<file path="src/rtl/wb_rr_arbiter_if.sv">
// Request/grant bundle between the wishbone masters and the round-robin arbiter.
// "master" is the requester side that drives cyc/stb/lock and the muxed slave
// responses. "slave" is the arbiter side that returns the registered grant.
interface wb_rr_arbiter_if #(
  parameter int N_MASTER = 4
);
  localparam int IDX_W = (N_MASTER > 1) ? $clog2(N_MASTER) : 1;

  logic [N_MASTER-1:0] cyc_i;
  logic [N_MASTER-1:0] stb_i;
  logic [N_MASTER-1:0] lock_i;
  logic                ack_i;
  logic                err_i;
  logic                rty_i;
  logic [N_MASTER-1:0] gnt_o;
  logic [IDX_W-1:0]    gnt_idx_o;
  logic                gnt_valid_o;
  logic                locked_o;
  logic                tmo_err_o;

  modport master (
    output cyc_i, stb_i, lock_i, ack_i, err_i, rty_i,
    input  gnt_o, gnt_idx_o, gnt_valid_o, locked_o, tmo_err_o
  );

  modport slave (
    input  cyc_i, stb_i, lock_i, ack_i, err_i, rty_i,
    output gnt_o, gnt_idx_o, gnt_valid_o, locked_o, tmo_err_o
  );
endinterface

</file>
<file path="src/rtl/wb_rr_arbiter.sv">
// Registered round-robin wishbone arbiter.
// - Picks one owner among N_MASTER requesters.
// - Honours wb_lock.
// - Pre-empts an unlocked owner after MAX_BURST terminations when others wait.
// - Revokes a stalled grant through a watchdog that raises a one-cycle tmo_err
//   and masks the offender until it drops cyc.
module wb_rr_arbiter #(
  parameter int N_MASTER    = 4,
  parameter int MAX_BURST   = 8,
  parameter int TIMEOUT_CYC = 256
) (
  input  logic           clk_i,
  input  logic           rst_ni,
  wb_rr_arbiter_if.slave bus
);

  localparam int IDX_W  = (N_MASTER > 1) ? $clog2(N_MASTER) : 1;
  localparam int BCNT_W = (MAX_BURST > 0) ? $clog2(MAX_BURST + 1) : 1;
  localparam int WCNT_W = (TIMEOUT_CYC > 1) ? $clog2(TIMEOUT_CYC) : 1;

  localparam bit                BURST_EN  = (MAX_BURST > 0);
  localparam bit                WDOG_EN   = (TIMEOUT_CYC > 0);
  localparam logic [IDX_W-1:0]  LAST_IDX  = IDX_W'(N_MASTER - 1);
  localparam logic [BCNT_W:0]   BURST_LIM = (BCNT_W + 1)'(MAX_BURST);
  localparam logic [WCNT_W-1:0] WDOG_LAST = WCNT_W'((TIMEOUT_CYC > 0) ? (TIMEOUT_CYC - 1) : 0);

  typedef enum logic [1:0] {
    S_IDLE   = 2'd0,
    S_GRANT  = 2'd1,
    S_LOCKED = 2'd2,
    S_TMO    = 2'd3
  } state_t;

  state_t              r_state,  w_state_next;
  logic [N_MASTER-1:0] r_gnt,    w_gnt_next;
  logic [N_MASTER-1:0] r_mask,   w_mask_next;
  logic [IDX_W-1:0]    r_idx,    w_idx_next;
  logic [IDX_W-1:0]    r_ptr,    w_ptr_next;
  logic [BCNT_W-1:0]   r_bcnt,   w_bcnt_next;
  logic [WCNT_W-1:0]   r_wdog,   w_wdog_next;

  logic                w_term;
  logic [N_MASTER-1:0] w_elig;
  logic [N_MASTER-1:0] w_others;
  logic                w_own_cyc;
  logic                w_own_stb;
  logic                w_own_lock;
  logic                w_stall;
  logic                w_tmo_hit;
  logic [BCNT_W:0]     w_bcnt_sum;
  logic                w_burst_done;
  logic [BCNT_W-1:0]   w_bcnt_sat;
  logic [WCNT_W-1:0]   w_wdog_step;
  logic [IDX_W-1:0]    w_cand [N_MASTER];
  logic                w_win_found;
  logic [IDX_W-1:0]    w_win_idx;
  logic [N_MASTER-1:0] w_win_oh;
  logic [IDX_W-1:0]    w_win_ptr;
  logic                w_win_lock;
  logic                w_take;

  // Any slave termination for the current owner ends one beat.
  assign w_term = bus.ack_i | bus.err_i | bus.rty_i;

  // A timed-out master stays out of arbitration until it has released cyc.
  assign w_elig = bus.cyc_i & ~r_mask;

  // The owner is excluded so that a handover or pre-emption always moves on.
  // In IDLE r_gnt is zero, so this is the full eligible set.
  assign w_others = w_elig & ~r_gnt;

  assign w_own_cyc  = |(bus.cyc_i  & r_gnt);
  assign w_own_stb  = |(bus.stb_i  & r_gnt);
  assign w_own_lock = |(bus.lock_i & r_gnt);

  // Watchdog: a cycle is stalled when the owner strobes and nothing answers.
  assign w_stall     = w_own_stb & ~w_term;
  assign w_tmo_hit   = WDOG_EN && w_stall && (r_wdog == WDOG_LAST);
  assign w_wdog_step = (WDOG_EN && w_stall) ? (r_wdog + WCNT_W'(1)) : '0;

  // Burst accounting: count terminations, saturate at the limit so that a
  // late-arriving requester can still pre-empt an owner that is already over.
  assign w_bcnt_sum   = {1'b0, r_bcnt} + (BCNT_W + 1)'(w_term);
  assign w_burst_done = BURST_EN && (w_bcnt_sum >= BURST_LIM);
  assign w_bcnt_sat   = !BURST_EN    ? '0 :
                        w_burst_done ? BURST_LIM[BCNT_W-1:0] :
                                       w_bcnt_sum[BCNT_W-1:0];

  // Search order: candidate k is (ptr + k) mod N_MASTER, so the scan starts at the
  // pointer and wraps from N_MASTER-1 back to 0.
  generate
    for (genvar gi = 0; gi < N_MASTER; gi++) begin : g_cand
      localparam logic [IDX_W:0] OFS = (IDX_W + 1)'(gi);
      localparam logic [IDX_W:0] NM  = (IDX_W + 1)'(N_MASTER);
      logic [IDX_W:0] w_sum;
      assign w_sum       = {1'b0, r_ptr} + OFS;
      assign w_cand[gi]  = IDX_W'((w_sum >= NM) ? (w_sum - NM) : w_sum);
    end
  endgenerate

  // Round-robin pick: the first eligible candidate in search order wins.
  always_comb begin
    w_win_found = 1'b0;
    w_win_idx   = '0;
    for (int k = 0; k < N_MASTER; k++) begin
      if (!w_win_found && w_others[w_cand[k]]) begin
        w_win_found = 1'b1;
        w_win_idx   = w_cand[k];
      end
    end
  end

  assign w_win_oh   = {{(N_MASTER-1){1'b0}}, 1'b1} << w_win_idx;
  assign w_win_ptr  = (w_win_idx == LAST_IDX) ? '0 : (w_win_idx + IDX_W'(1));
  assign w_win_lock = |(bus.lock_i & w_win_oh);

  // Next-state logic.
  // Priority for an active owner, highest first:
  //   1. cyc release (handover)
  //   2. watchdog expiry
  //   3. lock changes
  //   4. pre-emption
  always_comb begin
    w_state_next = r_state;
    w_gnt_next   = r_gnt;
    w_idx_next   = r_idx;
    w_ptr_next   = r_ptr;
    w_bcnt_next  = r_bcnt;
    w_wdog_next  = r_wdog;
    w_mask_next  = r_mask & bus.cyc_i;
    w_take       = 1'b0;

    case (r_state)
      S_IDLE: begin
        w_take = w_win_found;
      end

      S_GRANT, S_LOCKED: begin
        if (!w_own_cyc) begin
          // Owner finished: hand straight over, or go idle if nobody waits.
          if (w_win_found) begin
            w_take = 1'b1;
          end else begin
            w_state_next = S_IDLE;
            w_gnt_next   = '0;
            w_bcnt_next  = '0;
            w_wdog_next  = '0;
          end
        end else if (w_tmo_hit) begin
          // Grant stays up through the error pulse and is withdrawn after it.
          w_state_next = S_TMO;
          w_bcnt_next  = '0;
          w_wdog_next  = '0;
        end else if (r_state == S_LOCKED) begin
          w_wdog_next = w_wdog_step;
          if (!w_own_lock) begin
            w_state_next = S_GRANT;
            w_bcnt_next  = '0;
          end
        end else if (w_own_lock) begin
          w_state_next = S_LOCKED;
          w_bcnt_next  = '0;
          w_wdog_next  = w_wdog_step;
        end else if (w_burst_done && w_win_found) begin
          w_take = 1'b1;
        end else begin
          w_bcnt_next = w_bcnt_sat;
          w_wdog_next = w_wdog_step;
        end
      end

      S_TMO: begin
        w_state_next = S_IDLE;
        w_gnt_next   = '0;
        w_mask_next  = (r_mask & bus.cyc_i) | r_gnt;
        w_bcnt_next  = '0;
        w_wdog_next  = '0;
      end

      default: begin
        w_state_next = S_IDLE;
        w_gnt_next   = '0;
      end
    endcase

    // Every new ownership starts with fresh counters and advances the pointer.
    if (w_take) begin
      w_state_next = w_win_lock ? S_LOCKED : S_GRANT;
      w_gnt_next   = w_win_oh;
      w_idx_next   = w_win_idx;
      w_ptr_next   = w_win_ptr;
      w_bcnt_next  = '0;
      w_wdog_next  = '0;
    end
  end

  // State and counter registers; reset drops any grant immediately.
  always_ff @(posedge clk_i or negedge rst_ni) begin
    if (!rst_ni) begin
      r_state <= S_IDLE;
      r_gnt   <= '0;
      r_mask  <= '0;
      r_idx   <= '0;
      r_ptr   <= '0;
      r_bcnt  <= '0;
      r_wdog  <= '0;
    end else begin
      r_state <= w_state_next;
      r_gnt   <= w_gnt_next;
      r_mask  <= w_mask_next;
      r_idx   <= w_idx_next;
      r_ptr   <= w_ptr_next;
      r_bcnt  <= w_bcnt_next;
      r_wdog  <= w_wdog_next;
    end
  end

  // All outputs come straight from registers, so none of them follows an input
  // combinationally.
  assign bus.gnt_o       = r_gnt;
  assign bus.gnt_idx_o   = r_idx;
  assign bus.gnt_valid_o = |r_gnt;
  assign bus.locked_o    = (r_state == S_LOCKED);
  assign bus.tmo_err_o   = (r_state == S_TMO);

endmodule

</file>
<file path="src/flat_wrapper.sv">
// flat-port wrapper written by rule: the top's interface ports become plain ports
module wb_rr_arbiter_flat 
#(
  parameter int N_MASTER    = 4,
  parameter int MAX_BURST   = 8,
  parameter int TIMEOUT_CYC = 256
)
  (clk_i, rst_ni, bus_cyc_i, bus_stb_i, bus_lock_i, bus_ack_i, bus_err_i, bus_rty_i, bus_gnt_o, bus_gnt_idx_o, bus_gnt_valid_o, bus_locked_o, bus_tmo_err_o);
  wb_rr_arbiter_if #(.N_MASTER(N_MASTER)) bus_i ();
  input  logic clk_i;
  input  logic rst_ni;
  input wire logic [$bits(bus_i.cyc_i)-1:0] bus_cyc_i;
  input wire logic [$bits(bus_i.stb_i)-1:0] bus_stb_i;
  input wire logic [$bits(bus_i.lock_i)-1:0] bus_lock_i;
  input wire logic [$bits(bus_i.ack_i)-1:0] bus_ack_i;
  input wire logic [$bits(bus_i.err_i)-1:0] bus_err_i;
  input wire logic [$bits(bus_i.rty_i)-1:0] bus_rty_i;
  output wire logic [$bits(bus_i.gnt_o)-1:0] bus_gnt_o;
  output wire logic [$bits(bus_i.gnt_idx_o)-1:0] bus_gnt_idx_o;
  output wire logic [$bits(bus_i.gnt_valid_o)-1:0] bus_gnt_valid_o;
  output wire logic [$bits(bus_i.locked_o)-1:0] bus_locked_o;
  output wire logic [$bits(bus_i.tmo_err_o)-1:0] bus_tmo_err_o;
  assign bus_i.cyc_i = bus_cyc_i;
  assign bus_i.stb_i = bus_stb_i;
  assign bus_i.lock_i = bus_lock_i;
  assign bus_i.ack_i = bus_ack_i;
  assign bus_i.err_i = bus_err_i;
  assign bus_i.rty_i = bus_rty_i;
  assign bus_gnt_o = bus_i.gnt_o;
  assign bus_gnt_idx_o = bus_i.gnt_idx_o;
  assign bus_gnt_valid_o = bus_i.gnt_valid_o;
  assign bus_locked_o = bus_i.locked_o;
  assign bus_tmo_err_o = bus_i.tmo_err_o;
  wb_rr_arbiter #(.N_MASTER(N_MASTER), .MAX_BURST(MAX_BURST), .TIMEOUT_CYC(TIMEOUT_CYC)) u_core (.clk_i(clk_i), .rst_ni(rst_ni), .bus(bus_i));
endmodule
</file>
<file path="config.mk">
export PLATFORM = sky130hd
export DESIGN_NAME = wb_rr_arbiter_flat
export DESIGN_NICKNAME = d
export VERILOG_FILES = /design/src/rtl/wb_rr_arbiter_if.sv /design/src/rtl/wb_rr_arbiter.sv /design/src/flat_wrapper.sv
export SDC_FILE = /design/constraint.sdc
export NUM_CORES = 1
export LEC_CHECK = 0
export ABC_AREA = 1
export BUFFER_PORTS_ARGS = -buffer_cell sky130_fd_sc_hd__buf_2
export CAP_MARGIN = 5
export CORE_MARGIN = 4
export CORE_UTILIZATION = 55
export DETAILED_ROUTE_END_ITERATION = 7
export PLACE_DENSITY = 0.76
export REMOVE_ABC_BUFFERS = 1
export SLEW_MARGIN = 20
export SYNTH_ARGS = -nofsm -noshare
export SYNTH_HDL_FRONTEND = slang
export SYNTH_SLANG_ARGS = --single-unit
</file>
<file path="constraint.sdc">
create_clock -name clk_i -period 4.7 [get_ports clk_i]
set_input_delay 1.175 -clock clk_i [delete_from_list [all_inputs] [get_ports clk_i]]
set_output_delay 1.175 -clock clk_i [all_outputs]
set_load 0.02 [all_outputs]
</file>
[Word level (Yosys, flattened, before mapping)]
Cells that the tools add are included.
Storage, ports and cells
  register bits: 26
  latch bits: 0
  RAM bits: 0
  bits in read-only memories: 0
  memories kept: 0
Cells by class
  add/subtract/negate cells: 10
  $mul: 0
  divide/modulo/power cells: 0
  $lt $le $gt $ge: 9
  eq/ne operators: 11
  shifts and indexed selects: 1
  multiplexer cells: 60
  bitwise gates (word level): 14
  reductions and logical operators: 20
Operator list (count)
  $mux W8: 8
  $mux W4: 12
  $mux W2: 17
  $and A4 B4 Y4: 7
  $reduce_or A4 Y1: 5
  $pmux W4 S2: 2
  $pmux W8 S2: 1
  $mux W1: 14
  $lt A2 B3 Y1 const B: 4
  $ne A6 B6 Y1 const B: 2
  $ge A3 B3 Y1 const B: 3
  $add A8 B1 Y8 const B: 1
  $bmux W1 S2: 4
  $eq A8 B8 Y1 const B: 1
  $not A4 Y4: 2
  $reduce_and A4 Y1: 2
  $sub A2 B1 Y2 const B: 4
  $ne A7 B7 Y1 const B: 1
  $add A2 B2 Y3 const B: 2
  $eq A2 B2 Y1 const B: 3
  $ne A3 B3 Y1 const B: 2
  $reduce_and A3 Y1: 2
  $add A4 B1 Y5: 1
  $ge A5 B4 Y1 const B: 1
  17 further kinds: 24

[Logic depth before layout (Yosys ltp)]
Gate-level depths: netlist of the first run.
  depth in word-level cells: 24
  mapped depth: 20

[Worst setup path after synthesis of the first run]
Ideal clock, no wire load.
  kind: input port to flip-flop
  from: input bus_err_i
  to: register u_core.r_wdog[0]
  setup time: 0.119 ns
  data arrival time: 3.023 ns
  setup slack: 1.558 ns
  stages on the path: 17
  path buffers: 1
  cell sequence: nor3_2 > inv_1 > ha_1 > ha_1 > nand2_1 > nand2_1 > nand2_1 > nand2_1 > nand2_1 > nor2_1 > nand2_1 > nand2_2 > a31oi_1 > a21oi_4 > nand2_4 > buf_8 > o21ai_2
Between the ends
  cells in the longest elaborated chain, start to end: 13
  elaborated cells on any way between the ends: 26
  classes of those cells: add/sub (1); order compare (1); eq/ne (2); mux (14); bitwise (4); reduce/logical (4)
RTL lines
  start: declaration: RTL line flat_wrapper.sv:16  | input wire logic [$bits(bus_i.err_i)-1:0] bus_err_i;
  $or A1 B1 Y1 * (2 in a row): RTL line wb_rr_arbiter.sv:63  | assign w_term = bus.ack_i | bus.err_i | bus.rty_i;
  $add A4 B1 Y5: RTL line wb_rr_arbiter.sv:83  | assign w_bcnt_sum = {1'b0, r_bcnt} + (BCNT_W + 1)'(w_term);
  $ge A5 B4 Y1: RTL line wb_rr_arbiter.sv:84  | assign w_burst_done = BURST_EN && (w_bcnt_sum >= BURST_LIM);
  $logic_and A1 B1 Y1: RTL line wb_rr_arbiter.sv:164  | end else if (w_burst_done && w_win_found) begin
  $mux W1: RTL line wb_rr_arbiter.sv:164
  $mux W1: RTL line wb_rr_arbiter.sv:160  | end else if (w_own_lock) begin
  $mux W1: RTL line wb_rr_arbiter.sv:154  | end else if (r_state == S_LOCKED) begin
  $mux W1: RTL line wb_rr_arbiter.sv:149  | end else if (w_tmo_hit) begin
  $mux W1: RTL line wb_rr_arbiter.sv:139  | if (!w_own_cyc) begin
  $pmux W1 S2: RTL line wb_rr_arbiter.sv:133  | case (r_state)
  $ne A7 B7 Y1 (no line), or another cell as far along
  $reduce_and A3 Y1 (no line)
  end signal: assignment: RTL line wb_rr_arbiter.sv:214  | r_wdog <= w_wdog_next;
  end: declaration: RTL line wb_rr_arbiter.sv:40  | logic [WCNT_W-1:0] r_wdog, w_wdog_next;
Mark *: on every way between the ends. The rest lies on a longest branch, timed or not. The select of a mux whose other input is x is not followed.
A chain may end at the register's enable or synchronous reset.

[Worst setup path in the final report of the first run]
  from: input bus_err_i
  to: register u_core.r_wdog[1]
Same word-level chain as after synthesis.

==> results of run 1 <==
==> cells in the final DEF (no fill, tap or decap), types with 2 or more instances in the layout <==
master / Yosys / final
sky130_fd_sc_hd__clkinv_1: 2 / 2
sky130_fd_sc_hd__a21oi_1: 4 / 4
sky130_fd_sc_hd__dfrtp_1: 26 / 26
sky130_fd_sc_hd__nand4_1: 17 / 17
sky130_fd_sc_hd__buf_2: 0 / 25
sky130_fd_sc_hd__xor2_1: 2 / 2
sky130_fd_sc_hd__o22ai_1: 6 / 6
sky130_fd_sc_hd__nand4_4: 2 / 2
sky130_fd_sc_hd__o21ai_2: 8 / 8
sky130_fd_sc_hd__nor3_2: 2 / 2
sky130_fd_sc_hd__o22ai_2: 2 / 2
sky130_fd_sc_hd__clkbuf_8: 0 / 3
sky130_fd_sc_hd__inv_2: 7 / 7
sky130_fd_sc_hd__nand3b_1: 4 / 4
sky130_fd_sc_hd__nor2_1: 22 / 22
sky130_fd_sc_hd__inv_1: 29 / 29
sky130_fd_sc_hd__o21ai_0: 9 / 9
sky130_fd_sc_hd__o211ai_1: 2 / 2
sky130_fd_sc_hd__nand2_1: 60 / 60
sky130_fd_sc_hd__ha_1: 12 / 12
sky130_fd_sc_hd__o21ai_1: 5 / 5
sky130_fd_sc_hd__nand2_2: 8 / 8
sky130_fd_sc_hd__nand3_1: 23 / 23
==> path summary, 6_finish.rpt <==
check / to / cells after the start
worst min-delay path: u_core.bus.gnt_idx_o[0] / 2
max in group asynchronous: u_core.r_mask[2] / 1
min in group asynchronous: u_core.r_wdog[4] / 1
worst max register to register: u_core.r_state[0] / 19
worst min register to register: u_core.bus.gnt_idx_o[0] / 2
worst max-delay path: u_core.r_wdog[1] / 18
==> power groups by stage <==
stage | sequential, mW | clock [mW] | combinational [mW]
5_1_grt | 0.225 | 0.205 | 0.0309
4_1_cts | 0.225 | 0.194 | 0.0271
6_report | 0.225 | 0.191 | 0.0265
3_5_place_dp | 0.229 | 0 | 0.0269
3_3_place_gp | 0.229 | 0 | 0.0265
2_1_floorplan | 0.229 | 0 | 0.0113
==> metal layers <==
layer	track usage, %	part of all wire (%)	vias to the layer above
met1	25.5	44	902
met4	3.90	0.81	0
li1	-	-	961
met2	35.0	51	39
met3	3.04	4.0	5
met5	0	0	-
==> registers in the layout (all words and copies together), names as in the netlist <==
name and count:
u_core.bus.gnt_idx_o 2, u_core.r_state 2, u_core.bus.gnt_o 4, u_core.r_bcnt 4, u_core.r_mask 4, u_core.r_wdog 8, u_core.r_ptr 2
==> worst register-to-register path, delay by kind of cell (launching register included) <==
kind                     cells  cell delay (ns)
AND/OR/NAND/NOR             10             1.09
buffers and inverters        3             0.26
AO/OA/AOI/OAI                5             0.77
adder cells (fa/ha/maj)      1             0.19
flip-flops                   1             0.67
==> kinds of logic after synthesis <==
family                     Yosys count  synth area share (%)
and+or+nand+nor                    145                  35.3
xor gates and xnor gates             4                  2.60
adders and majority gates           12                  7.24
DFF                                 26                  31.4
AOI/OAI and AO/OA                   41                  14.5
buffers and inverters               43                  8.99
==> cell type report <==
cell class	count	area (um2)	share of cell area, %
flip-flops and latches	26	651	28.4
inverters	39	149	6.50
clock inverters	1	30.0	1.31
repair buffers	25	125	5.46
well taps	48	60.1	2.62
multi-input cells	202	1240	53.9
clock buffers	3	41.3	1.80
==> results.md, run 1 <==
Status:
- The flow ran to the end, and the final reports show no timing, DRC or antenna violations.

Timing:
- Dividing the final minimum period by the clock period gives 72.9%.
- The smallest clock period supported by the final layout is computed as 3.43 ns.
- The summed negative setup slack over all endpoints is 0 ns.
- The final-report setup violation count is 0.
- Setup repair after global routing left no endpoint under its margin.
- Headroom to the max-slew limit came out at 41.0%.
- The number of hold violations in the final report was 0.
- Between clock sinks in the finished design, the worst skew comes to 0.00896 ns.
- The slew of the pin with the lowest slew margin is 0.885 ns.
- The max-slew violation total from the final report is 0.
- The final worst setup slack is 1.27 ns.
- The maximum clock frequency is 0.292 GHz.
- Across all hold checks on the routed design, the worst slack comes to 0.490 ns.

Route:
- Across all layers, the routed design uses 1,907 vias.
- The vias per cell is 5.54.
- The first detailed-routing pass ran for 4 iterations.
- In this run the remaining antenna-violating nets after routing total 0.
- In the routed design, unresolved DRC markers number 0.
- The total length of routed wires is 4570 um.
- The detailed-route wire length per cell is 13.3 um.
- For this block, the initial DRC count from the detailed router was 171.

Layout:
- The final core area utilization is 62.6%.
- The total of fill cells in the finished design is 330.
- The proportion of layout cells with a drive suffix above 1 is 22.3%.
- Compared with the post-synthesis result, the final layout area differs by 10.6%.
- 0 antenna diodes ended up in the layout.
- The final layout net count is 326.
- The final standard cell area without fillers is 2290 um2.
- The number of standard cells in the layout, taps in and fillers out is 344.

Die:
- The width of the die is 69.4 um.
- The die is 69.4 um tall.
- The total number of placement rows is 22.
- The die area is 4820 um2.
- The effective utilization at floorplan is 56.6%.
- The boundary pin count is 26.
- The floorplan step defined a core boundary enclosing 3660 um2.

Min path:
- The critical hold path startpoint is u_core.bus.gnt_idx_o[0].
- The tightest min-delay check is of the flop to flop type.

Worst setup path:
- The number of buffers and inverters on the critical path is 2.
- For the worst setup path, the data arrival time is 3.65 ns.
- The startpoint type of the worst setup path is an input port.
- For this design, the slowest cell found on the critical path is sky130_fd_sc_hd__o2111ai_2.
- The flop-to-flop setup slack is 1.65 ns.
- The largest fanout on the critical path is 19.
- Walking the worst path, the cells encountered are buf_2, nor3_2, inv_1, ha_1, ha_1, nand2_1, nand2_1, nand2_1, nand2_1, nand2_1, nor2_1, nand2_1, nand2_2, o2111ai_2, nand4_4, nand2_4, nand2_1, o21ai_2.
- In this design, the stage delay of the slowest critical-path cell is 0.36 ns.
- The classification of the worst setup path is input port to flop.
- The worst register-to-register path begins at u_core.r_ptr[0].
- The kind of cell with the highest combined delay along the critical path is simple AND/OR/NAND/NOR gates.
- The kind of capture point of the worst setup path is a flop.
- The most frequent cell on the critical path is sky130_fd_sc_hd__nand2_1.
- The critical path starts at bus_err_i.
- The required time of the worst setup path is 4.92 ns.

Placed design:
- Summing all placed instances gives a cell area of 2220 um2.
- Counting tap cells, the placed design contains a total of 340 instances.
- OpenSTA, run right after detailed placement, puts the worst setup slack at 0.970 ns.
- The final weighted congestion in routability-driven placement is 0.863.
- The sum of net half-perimeters after detailed placement is 3590 um.
- Input and output buffers added on the ports amount to 25.

Synthesis:
- After technology mapping, the gate count stands at 271.
- Yosys attributes the largest share of cell area to sky130_fd_sc_hd__dfrtp_1, sky130_fd_sc_hd__nand2_1, sky130_fd_sc_hd__ha_1.
- The average cell area after synthesis is 7.65 um2.
- Synthesis inferred 26 register bits.
- Sorting the synthesized cells by how often they occur yields sky130_fd_sc_hd__nand2_1, sky130_fd_sc_hd__inv_1, sky130_fd_sc_hd__dfrtp_1.
- The share of the yosys chip area belonging to registers is 31.4%.
- The proportion of register bits with asynchronous set or reset after synthesis is 100%.
- In the synthesized netlist the dominant register cell turns out to be sky130_fd_sc_hd__dfrtp_1.
- sky130_fd_sc_hd__nand2_1 is the most common cell in the netlist.
- The synthesized area is 2070 um2.
- Of all cell types, the one taking the most synthesized area is sky130_fd_sc_hd__dfrtp_1.
- The Yosys warning count is 0.
- The top cell type's share of synthesized area is 31.4%.
- In this run, synthesis inferred 0 flip-flops with an integrated enable.
- The netlist uses 40 different library cells.

Pwr:
- The total power after layout is 442 uW.
- Summed over all cells, the static leakage comes to 1.13 nW.
- The proportion of power drawn by combinational gates is 6.0%.
- The internal power of the cells is 348 uW.
- In this run, the clock network consumes 43.2% of the power.
- The worst-case vdd ir drop is 0.117 mV.
- Per report_power, the sequential group accounts for 50.8% of the total.
- The switching portion of total power is 21.3%.
- Power spread over the standard cell area amounts to 193 nW/um2.
- For this design the total switching power over the nets is 94.0 uW.

CTS:
- Hold repair after CTS inserted 0 buffers.
- Clock latency on the worst-skew pair, taken at its later pin, is 0.28 ns.
- TritonCTS created 3 clock buffers.
- In this run, post-CTS repair resized a total of 0 instances.
- The clock root buffer is sky130_fd_sc_hd__clkbuf_8.
- The number of H-tree branching levels is 1.
- TritonCTS built the clock tree.
- Counting along the longest clock path gives a buffer depth of 2.
- The number of clock sinks seen by CTS is 26.
- After clock tree synthesis, the setup repair step added 0 buffers.
- After clock tree synthesis, the clock-pin slew on the worst setup and hold paths is 0.10 ns.

Global route:
- The largest net degree at the start of global routing is 27.
- The number of global-route vias before repair was 1,831.
- Global routing used 19.8% of the available tracks.
- The initial antenna violation count is 0.
- The total overflow left after global routing is 0.
- The first global-routing pass estimated 8060 um of wire.

Run:
- The number of max-capacitance violations reported is 0.
Power figures use the tool's default switching activity.
==> run 2: changes to the inputs <==
==> constraint.sdc (replaced) <==
create_clock -name clk_i -period 3.6 [get_ports clk_i]
set_input_delay 0.9 -clock clk_i [delete_from_list [all_inputs] [get_ports clk_i]]
set_output_delay 0.9 -clock clk_i [all_outputs]
set_load 0.02 [all_outputs]
==> run 2 against run 1 <==
  * Critical path depth did not move
  * Flip-flop and latch count stayed put
  * Global-route usage fell by 0.49 points
  * Non-clock buffer count up 1
  * Sequential share of layout area fell by 0.093 points
  * Worst hold slack gained 0.015 ns
  * Clock power grew 32%
  * First-iteration DRC count grew 15%
  * Clock skew shrank 0.0069 ns
  * Critical path type unchanged
==> results.md, run 2 (synthesized netlist as in run 1, its figures left out) <==
Route:
- The highest layer touched by signal routing is met4.
- The detailed route wirelength on metal3 is 148 um (-20%).
- The total length of routed wires was 4660 um (+1.9%).
- The DRC violation count after routing is 0 (unchanged).
- The post-route antenna net violation count is 0 (unchanged).
- The wire length on met1 is 2130 um (+5.1%).
- The vias per cell is 5.52 (-0.50%).
- The detailed-route wire length per cell was 13.5 um (+1.7%).
- The number of vias after detailed routing came to 1,903 (-0.21%).
- The number of DRC violations after detailed-routing iteration 0 is 197 (+15%).
- The routed length on met2 is 2350 um (+1.1%).
- The number of detailed-route iterations in the first pass came to 5 (+1).

CTS:
- The number of hold buffers added after CTS was 0 (unchanged).
- The number of gates given a new drive strength after cts came to 0 (unchanged).
- The root buffer cell chosen for the clock tree is sky130_fd_sc_hd__clkbuf_8.
- The source-to-sink clock delay at the later pin of the worst-skew pair came to 0.28 ns (about the same).
- The number of clock sinks seen by CTS was 26 (unchanged).
- The number of H-tree branching levels is 1 (unchanged).
- The maximum root-to-sink buffer count was 2 (unchanged).
- The clock buffer count from CTS is 3 (unchanged).
- The post-CTS clock slew at the launch and capture registers of the worst setup and hold paths is 0.10 ns (about the same).
- The number of buffers inserted to repair setup after CTS was 0 (unchanged).
- The CTS tree is built.

Timing:
- The summed negative setup slack over all endpoints is 0 ns (unchanged).
- The final worst setup slack is 0.596 ns (-0.677 ns).
- The smallest clock period supported by the final layout is computed as 3.00 ns.
- The max-slew violation total from the final report is 0 (unchanged).
- The final critical path takes up 83.4% of the cycle.
- The worst setup skew after layout was 0.00211 ns (-0.00685 ns).
- The number of hold violations in the final report is 0 (unchanged).
- The headroom to the max-slew limit is 57.1% (+16 points).
- Static timing analysis puts the maximum clock frequency at 0.333 GHz.
- The slew of the pin with the lowest slew margin came to 0.643 ns (-0.242 ns).
- Setup repair after global routing left no endpoint under its margin.
- The final-report setup violation count is 0 (unchanged).
- The hold slack is 0.505 ns (+0.0153 ns).

Pwr:
- The leakage power figure is 1.13 nW (+0.37%).
- The worst-case vdd ir drop is 0.178 mV (+52%).
- The power density over cell area is 253 nW/um2 (+31%).

Die:
- The vertical die dimension is 69.4 um (unchanged).
- The boundary pin count is 26 (unchanged).
- The effective utilization at floorplan is 56.6% (unchanged).
- The standard cell core area is 3660 um2 (unchanged).
- The total number of placement rows is 22 (unchanged).
- The die area is 4820 um2 (unchanged).
- The width of the die is 69.4 um (unchanged).

Worst setup path:
- The kind of capture point of the worst setup path is a flop.
- The largest fanout on the critical path was 16 (-3).
- The required time of the worst setup path is 3.81 ns (-1.11 ns).
- Tracing the worst setup path back leads to its startpoint at bus_err_i.
- By startpoint and endpoint, the worst setup path is classified as input port to flop.
- The startpoint type of the worst setup path is an input port.
- The arrival time reported for the critical path endpoint is 3.22 ns (-0.43 ns).
- The end of the worst register-to-register path is u_core.r_state[0].
- The worst-case reg-to-reg path depth is 19 (unchanged).
- In this run the critical register-to-register path is launched from u_core.r_ptr[0].
- The flop-to-flop setup slack is 0.69 ns (-0.96 ns).

Placed design:
- The count of port buffers added during placement is 25 (unchanged).
- The sum of net half-perimeters after detailed placement is 3690 um (+2.8%).
- The final weighted congestion in routability-driven placement is 0.851 (-1.3%).
- The instance area after placement is 2230 um2 (+0.34%).
- The worst-case setup slack after placement was 0.284 ns (-0.686 ns).

Global route:
- The remaining global-route overflow is 0 (unchanged).
- The largest net degree at the start of global routing is 27 (unchanged).
- The wire length of the first global-routing pass is 7780 um (-3.5%).
- The number of global-route vias before repair is 1,686 (-7.9%).
- The global-route usage over all layers is 19.3% (-0.49 points).
- The initial antenna violation count came to 0 (unchanged).

Layout:
- Counting flops per register, the top entry is u_core.r_wdog.
- The number of antenna cells inserted is 0 (unchanged).
- The library cell used most frequently in the layout, excluding fill and tap cells, is sky130_fd_sc_hd__nand2_1.
- The final standard cell area without fillers is 2300 um2 (+0.33%).
- Leaving out fill and tap cells, the most frequent cells in the layout are sky130_fd_sc_hd__nand2_1, sky130_fd_sc_hd__inv_1, sky130_fd_sc_hd__dfrtp_1.
- The final layout net count is 327 (+0.31%).
- From synthesis to final layout, the design area changed by 10.9%.
- The proportion of layout cells with a drive suffix above 1 is 22.6% (+0.26 points).
- The flip-flop count of the largest register, all copies and words added was 8 (unchanged).

Min path:
- The worst hold path cell count was 2 (unchanged).
- The critical hold path startpoint is u_core.r_bcnt[0].
- The path class of the tightest hold or removal check is flop to flop.
- The end point of the most critical hold path is u_core.r_bcnt[0].

Run:
- The number of max-capacitance violations reported came to 0 (unchanged).

Status:
- The run finished with clean final reports.
[run 2: cell types whose count changed in the layout (fill, tap and decap cells not counted)]
cell	change
sky130_fd_sc_hd__buf_4	+1
[run 2: through the flow]
step                      power [mW]  cells  utilization, %
after floorplan                0.314    267               -
after global routing           0.598    345            62.8
after CTS                      0.580    345            62.8
after global placement         0.333    341            60.9
final                          0.581    345            62.8
after detailed placement       0.334    341            60.9
[run 2: worst max path at each step]
stage,cells past startpoint,to
final,18,u_core.r_wdog[0]
after global routing,18,u_core.r_wdog[0]
after CTS,18,u_core.r_wdog[0]
after detailed placement,18,u_core.r_wdog[0]
after global placement,18,u_core.r_wdog[0]
after floorplan,17,u_core.r_wdog[0]
[run 2: layout make-up]
| cell class | instances | area, um2 |
|---|---|---|
| Tap cell | 48 | 60.1 |
| Fill cell | 357 | 1360 |
| Multi-Input combinational cell | 202 | 1240 |
| Clock inverter | 1 | 30.0 |
| Clock buffer | 3 | 41.3 |
| Inverter | 39 | 149 |
| Sequential cell | 26 | 651 |
| Timing Repair Buffer | 26 | 133 |
[run 2: worst max-delay path, stage by stage]
cell	delay [ns]
sky130_fd_sc_hd__buf_2	0.10
sky130_fd_sc_hd__nor3_2	0.20
sky130_fd_sc_hd__inv_1	0.06
sky130_fd_sc_hd__ha_1	0.20
sky130_fd_sc_hd__ha_1	0.20
sky130_fd_sc_hd__nand2_1	0.08
sky130_fd_sc_hd__nand2_1	0.05
sky130_fd_sc_hd__nand2_1	0.08
sky130_fd_sc_hd__nand2_1	0.08
sky130_fd_sc_hd__nand2_1	0.08
sky130_fd_sc_hd__nor2_1	0.04
sky130_fd_sc_hd__nand2_1	0.10
sky130_fd_sc_hd__nand2_2	0.08
sky130_fd_sc_hd__o2111ai_2	0.27
sky130_fd_sc_hd__nand4_4	0.25
sky130_fd_sc_hd__nand2_4	0.28
sky130_fd_sc_hd__nand2_1	0.10
sky130_fd_sc_hd__o21ai_2	0.06
[run 2: power by group]
group | total [mW] | switching [mW] | internal [mW]
Clock | 0.253 | 0.104 | 0.149
Sequential | 0.293 | 0.000555 | 0.293
Combinational | 0.0350 | 0.0222 | 0.0128
[run 2: per-layer routing]
metal  track usage, %  vias to the layer above
met3             2.17                        5
met2             34.0                       36
li1                 -                      968
met1             25.7                      894
met5                0                        -
met4             3.25                        0
